## src/rtl/mcdf_pkg.sv

```systemverilog
// Shared types for the MCDF channel arbiter: channel codes, default word width
// and the arbiter state encoding.
package mcdf_pkg;

    localparam int DATA_WIDE = 32;
    localparam int NUM_CH    = 3;

    typedef logic [1:0] ch_id_t;

    localparam ch_id_t CH0 = 2'b00;
    localparam ch_id_t CH1 = 2'b01;
    localparam ch_id_t CH2 = 2'b10;

    typedef enum logic {
        ARB_IDLE  = 1'b0,
        ARB_GRANT = 1'b1
    } arb_state_e;

    // Wraps CH2 back to CH0; any out-of-range code also lands on CH0.
    function automatic ch_id_t ch_next(input ch_id_t id);
        case (id)
            CH0:     return CH1;
            CH1:     return CH2;
            default: return CH0;
        endcase
    endfunction

endpackage

```

## src/rtl/mcdf_arb_pick.sv

```systemverilog
// Combinational request picker: the first active request found when searching
// upward (with wrap) from rr_ptr wins. With rr_ptr tied to CH0 this is fixed priority.
module mcdf_arb_pick
    import mcdf_pkg::*;
(
    input  logic [2:0] req,
    input  ch_id_t     rr_ptr,
    output ch_id_t     sel,
    output logic       any
);

    ch_id_t c0, c1, c2;

    assign c0  = (rr_ptr == 2'b11) ? CH0 : rr_ptr;
    assign c1  = ch_next(c0);
    assign c2  = ch_next(c1);
    assign any = |req;

    always_comb begin
        sel = c2;
        if (req[c0])
            sel = c0;
        else if (req[c1])
            sel = c1;
    end

endmodule

```

## src/rtl/mcdf_arbiter.sv

```systemverilog
// Three-channel burst arbiter with a registered output stage.
// Define MCDF_ARB_RR_EN for round-robin selection; default is fixed priority CH0 > CH1 > CH2.
module mcdf_arbiter #(
    parameter int DATA_WIDE = 32,
    parameter int BURST_MAX = 4
) (
    input  logic                 clk,
    input  logic                 rst_n,
    input  logic                 ch0_valid,
    input  logic [DATA_WIDE-1:0] ch0_data,
    output logic                 ch0_ready,
    input  logic                 ch1_valid,
    input  logic [DATA_WIDE-1:0] ch1_data,
    output logic                 ch1_ready,
    input  logic                 ch2_valid,
    input  logic [DATA_WIDE-1:0] ch2_data,
    output logic                 ch2_ready,
    input  logic [2:0]           ch_en,
    output logic [1:0]           arb_chid,
    output logic                 arb_valid,
    output logic [DATA_WIDE-1:0] arb_data,
    input  logic                 arb_ready,
    output logic                 arb_busy
);
    import mcdf_pkg::*;

    arb_state_e           state;
    ch_id_t               grant_id;
    logic [3:0]           burst_cnt;
    ch_id_t               rr_ptr;
    ch_id_t               sel;
    logic                 any_req;
    logic [2:0]           valid_v;
    logic [2:0]           req;
    logic [2:0]           ready_v;
    logic                 load;
    logic                 xfer;
    logic                 last_word;
    logic                 grant_lost;
    logic [DATA_WIDE-1:0] data_sel;

    assign valid_v = {ch2_valid, ch1_valid, ch0_valid};
    assign req     = valid_v & ch_en;
    assign load    = !arb_valid || arb_ready;

    mcdf_arb_pick u_pick (
        .req    (req),
        .rr_ptr (rr_ptr),
        .sel    (sel),
        .any    (any_req)
    );

`ifdef MCDF_ARB_RR_EN
    ch_id_t rr_ptr_q;

    // Pointer advances past the winner only when a new grant is taken.
    always_ff @(posedge clk or negedge rst_n) begin
        if (!rst_n)
            rr_ptr_q <= CH0;
        else if (state == ARB_IDLE && any_req)
            rr_ptr_q <= ch_next(sel);
    end

    assign rr_ptr = rr_ptr_q;
`else
    assign rr_ptr = CH0;
`endif

    // ch_en acts combinationally so a channel disabled mid-burst stops at once.
    always_comb begin
        ready_v = 3'b000;
        if (state == ARB_GRANT && load && ch_en[grant_id])
            ready_v[grant_id] = 1'b1;
    end

    assign ch0_ready  = ready_v[0];
    assign ch1_ready  = ready_v[1];
    assign ch2_ready  = ready_v[2];
    assign xfer       = |(ready_v & valid_v);
    assign last_word  = (burst_cnt == 4'(BURST_MAX - 1));
    assign grant_lost = load && !(valid_v[grant_id] && ch_en[grant_id]);

    always_comb begin
        case (grant_id)
            CH1:     data_sel = ch1_data;
            CH2:     data_sel = ch2_data;
            default: data_sel = ch0_data;
        endcase
    end

    always_ff @(posedge clk or negedge rst_n) begin
        if (!rst_n) begin
            state     <= ARB_IDLE;
            grant_id  <= CH0;
            burst_cnt <= 4'd0;
            arb_busy  <= 1'b0;
            arb_valid <= 1'b0;
            arb_data  <= '0;
            arb_chid  <= CH0;
        end else begin
            if (xfer) begin
                arb_data  <= data_sel;
                arb_chid  <= grant_id;
                arb_valid <= 1'b1;
            end else if (load) begin
                arb_valid <= 1'b0;
            end

            case (state)
                ARB_IDLE: begin
                    if (any_req) begin
                        grant_id  <= sel;
                        burst_cnt <= 4'd0;
                        state     <= ARB_GRANT;
                        arb_busy  <= 1'b1;
                    end
                end
                ARB_GRANT: begin
                    if (xfer) begin
                        if (last_word) begin
                            burst_cnt <= 4'd0;
                            state     <= ARB_IDLE;
                            arb_busy  <= 1'b0;
                        end else begin
                            burst_cnt <= burst_cnt + 4'd1;
                        end
                    end else if (grant_lost) begin
                        burst_cnt <= 4'd0;
                        state     <= ARB_IDLE;
                        arb_busy  <= 1'b0;
                    end
                end
                default: begin
                    state    <= ARB_IDLE;
                    arb_busy <= 1'b0;
                end
            endcase
        end
    end

endmodule

```

## config.mk

```make
export PLATFORM = sky130hd
export DESIGN_NAME = mcdf_arbiter
export DESIGN_NICKNAME = d
export VERILOG_FILES = /design/src/rtl/mcdf_pkg.sv /design/src/rtl/mcdf_arb_pick.sv /design/src/rtl/mcdf_arbiter.sv
export SDC_FILE = /design/constraint.sdc
export NUM_CORES = 1
export LEC_CHECK = 0
export CORE_AREA = 2 2 92 72
export CTS_CLUSTER_DIAMETER = 150
export DETAILED_ROUTE_END_ITERATION = 10
export DIE_AREA = 0 0 94 74
export PLACE_DENSITY = 0.83
export SYNTH_ARGS = -nofsm -noshare
export SYNTH_HDL_FRONTEND = slang
export SYNTH_SLANG_ARGS = --single-unit
```

## constraint.sdc

```tcl
create_clock -name clk -period 5.1 [get_ports clk]
set_input_delay 1.53 -clock clk [delete_from_list [all_inputs] [get_ports clk]]
set_output_delay 1.53 -clock clk [all_outputs]
set_load 0.05 [all_outputs]
```

==> flow_metrics.env <==
export IMPL_outcome="finished, final reports clean"
export IMPL_hpwl_um=5410
export IMPL_antenna_diode_count=0
export IMPL_hold_path_end="arb_data[18]$_DFFE_PN0N_"
export IMPL_synth_top_cell_area_share_pct=45.3
export IMPL_io_pins=144
export IMPL_cp_startpoint="ch_en[1]"
export IMPL_design_core_area_um2=6100
export IMPL_p_total_mw=2.46
export IMPL_rsz0062_at_grt="false"
export IMPL_synth_flop_cell="dfrtp_1"
export IMPL_ys_ff_latch=43
export IMPL_setup_viol=0
export IMPL_initial_core_util_pct=39.0
export IMPL_final_area_um2=3910
export IMPL_totalWireLength_um=7080
export IMPL_hold_depth=2
export IMPL_ctsLongestPathBuffers=2
export IMPL_synth_warnings=0
export IMPL_seq_area_frac_synth_pct=45.3
export IMPL_root_buffer="clkbuf_8"
export IMPL_antenna_found_initial=0
export IMPL_r2r_start="grant_id[0]$_DFFE_PN0P_"
export IMPL_cts_resized=0
export IMPL_fin_crit_ps=4540
export IMPL_max_freq_ghz=0.220
export IMPL_track_usage_pct=19.6
export IMPL_skew_ps=5.16
export IMPL_dpl_cell_count=486
export IMPL_clk_latency_ps=290
export IMPL_nNetsFinal=521
export IMPL_ys_async_sr_fraction_pct=100
export IMPL_numCtsBuffers=5
export IMPL_row_count=25
export IMPL_viasPerCell=5.07
export IMPL_cp_end_kind="output pin"
export IMPL_min_path_type="reg -> reg"
export IMPL_synth_top_cell_by_area="dfrtp_1"
export IMPL_crit_fanout=5
export IMPL_first_global_vias=2319
export IMPL_power_density_nw_per_um2=629
export IMPL_r2r_setup_slack_ps=2270
export IMPL_hold_violations=0
export IMPL_dr_total_vias=2504
export IMPL_tightest_slew_ps=976
export IMPL_crit_type="in -> out"
export IMPL_peakVddDrop_mv=0.306
export IMPL_netlist_area_um2=2380
export IMPL_gp_congestion=0.845
export IMPL_clk_pin_slew_worst_paths_ps=80
export IMPL_cap_violations=0
export IMPL_tns_ps=0
export IMPL_slew_headroom_pct=34.9
export IMPL_syn_area_per_cell_um2=8.46
export IMPL_ant_nets=0
export IMPL_first_pass_iters=4
export IMPL_placed_cell_area_um2=3800
export IMPL_cts_sinks=43
export IMPL_regToRegEndpoint="arb_data[9]$_DFFE_PN0N_"
export IMPL_fin_cells=494
export IMPL_die_h_um=74
export IMPL_syn_inst=281
export IMPL_cts_tree="done"
export IMPL_final_cell_mix="clkdlybuf4s50_1 (139), nand2_1 (71), dfrtp_1 (43)"
export IMPL_grt_max_degree=65
export IMPL_drtIter0Drc=113
export IMPL_final_layout_size_suffix_gt1_share_pct=5.08
export IMPL_hp_start="arb_data[18]$_DFFE_PN0N_"
export IMPL_drc=0
export IMPL_fin_crit_sh_pct=89.0
export IMPL_synthToLayoutAreaGrowth_pct=64.3
export IMPL_maxSlewViolCount=0
export IMPL_synth_area_leaders="dfrtp_1 (45%), nand2_1 (11%), a22oi_1 (10%)"
export IMPL_die_w_um=94
export IMPL_wl_per_cell_um=14.3
export IMPL_crit_arrival_ps=3010
export IMPL_rr_worst_depth=7
export IMPL_overflow=0
export IMPL_critPathLaunchType="input port"
export IMPL_synthesis_nets=390
export IMPL_grt_pass1_wl_um=10600
export IMPL_synth_edf_count=0
export IMPL_required_ps=3570
export IMPL_nFillCells=525
export IMPL_holdWs_ps=484
export IMPL_die_area_um2=6960
export IMPL_cts_htree_levels=2
export IMPL_post_cts_buffers=0
export IMPL_ys_types=36
export IMPL_final_common_cell="clkdlybuf4s50_1"
export IMPL_p_leak_nw=1.67
export IMPL_io_buffers=143
export IMPL_cts_hold_buffers_added=0
-- state kept, by name, summed over array words and instances (netlist names) --
| name | flops |
|---|---|
| arb_data | 32 |
| burst_cnt | 4 |
| arb_chid | 2 |
| grant_id | 2 |
| arb_busy | 1 |
| arb_valid | 1 |
| state | 1 |
-- power by group --
part / total (mW) / switching, mW / internal, mW
sequential: 0.565 / 0.0843 / 0.480
combinational: 1.65 / 1.07 / 0.584
clock: 0.239 / 0.116 / 0.123
total: 2.46 / 1.27 / 1.19
-- critical path, stage by stage --
cell             delay [ps]
clkdlybuf4s50_1         440
mux2_1                  310
a22oi_2                 270
nor2_1                  110
and2_1                  160
buf_4                   180
-- per-stage QoR --
step / utilization, % / setup slack (ps)
4_1_cts: 64.0 / 563
6_report: 64.0 / 559
2_1_floorplan: - / 1110
5_1_grt: 64.0 / 468
3_5_place_dp: 62.3 / 562
3_3_place_gp: 62.3 / 591
-- layout make-up --
class	count	area [µm²]	area share, %
Timing Repair Buffer	147	1450	37.1
Inverter	4	15.0	0.384
Clock buffer	7	96.3	2.47
Tap cell	81	101	2.60
Clock inverter	1	7.51	0.192
Multi-Input combinational cell	211	1160	29.7
Sequential cell	43	1080	27.6
-- metal layers --
layer	vias up	share of wire (%)	GRT usage (%)
met1	1150	43	24.2
met5	-	0	0
met4	0	0.89	4.67
li1	1257	-	-
met3	4	7.6	5.27
met2	93	49	34.8
-- synth_stat cells, types with 2 or more instances --
master,n
nor2_1,3
o22a_1,2
inv_1,4
buf_6,5
a22oi_1,33
o21ai_1,24
nand2_1,71
nor3_1,2
nand3_1,2
nand3b_1,2
clkbuf_1,14
and2_1,3
nor2b_1,2
dfrtp_1,43
a21oi_1,2
buf_1,2
o22ai_1,2
a21o_1,2
o21ai_0,42
ha_1,4
nand2b_1,2
-- worst max-delay path by stage --
| stage | endpoint | slack (ps) | cells past startpoint |
|---|---|---|---|
| after CTS | ch2_ready | 560 | 6 |
| after floorplan | ch0_ready | 1110 | 4 |
| after global placement | ch2_ready | 590 | 6 |
| after detailed placement | ch2_ready | 560 | 6 |
| after global routing | ch0_ready | 470 | 6 |
| final | ch2_ready | 560 | 6 |
-- logic make-up (layout without fill, tap and decap cells) --
group                    after synthesis  in the layout  share of synthesized area, %
AO/OA/AOI/OAI                        115            115                          29.8
adder cells (fa/ha/maj)                4              4                          2.11
buffers and inverters                 27            159                          6.06
flip-flops                            43             43                          45.3
multiplexers                           2              2                         0.895
AND/OR/NAND/NOR                       90             90                          15.9
Power figures use the tool's default switching activity.
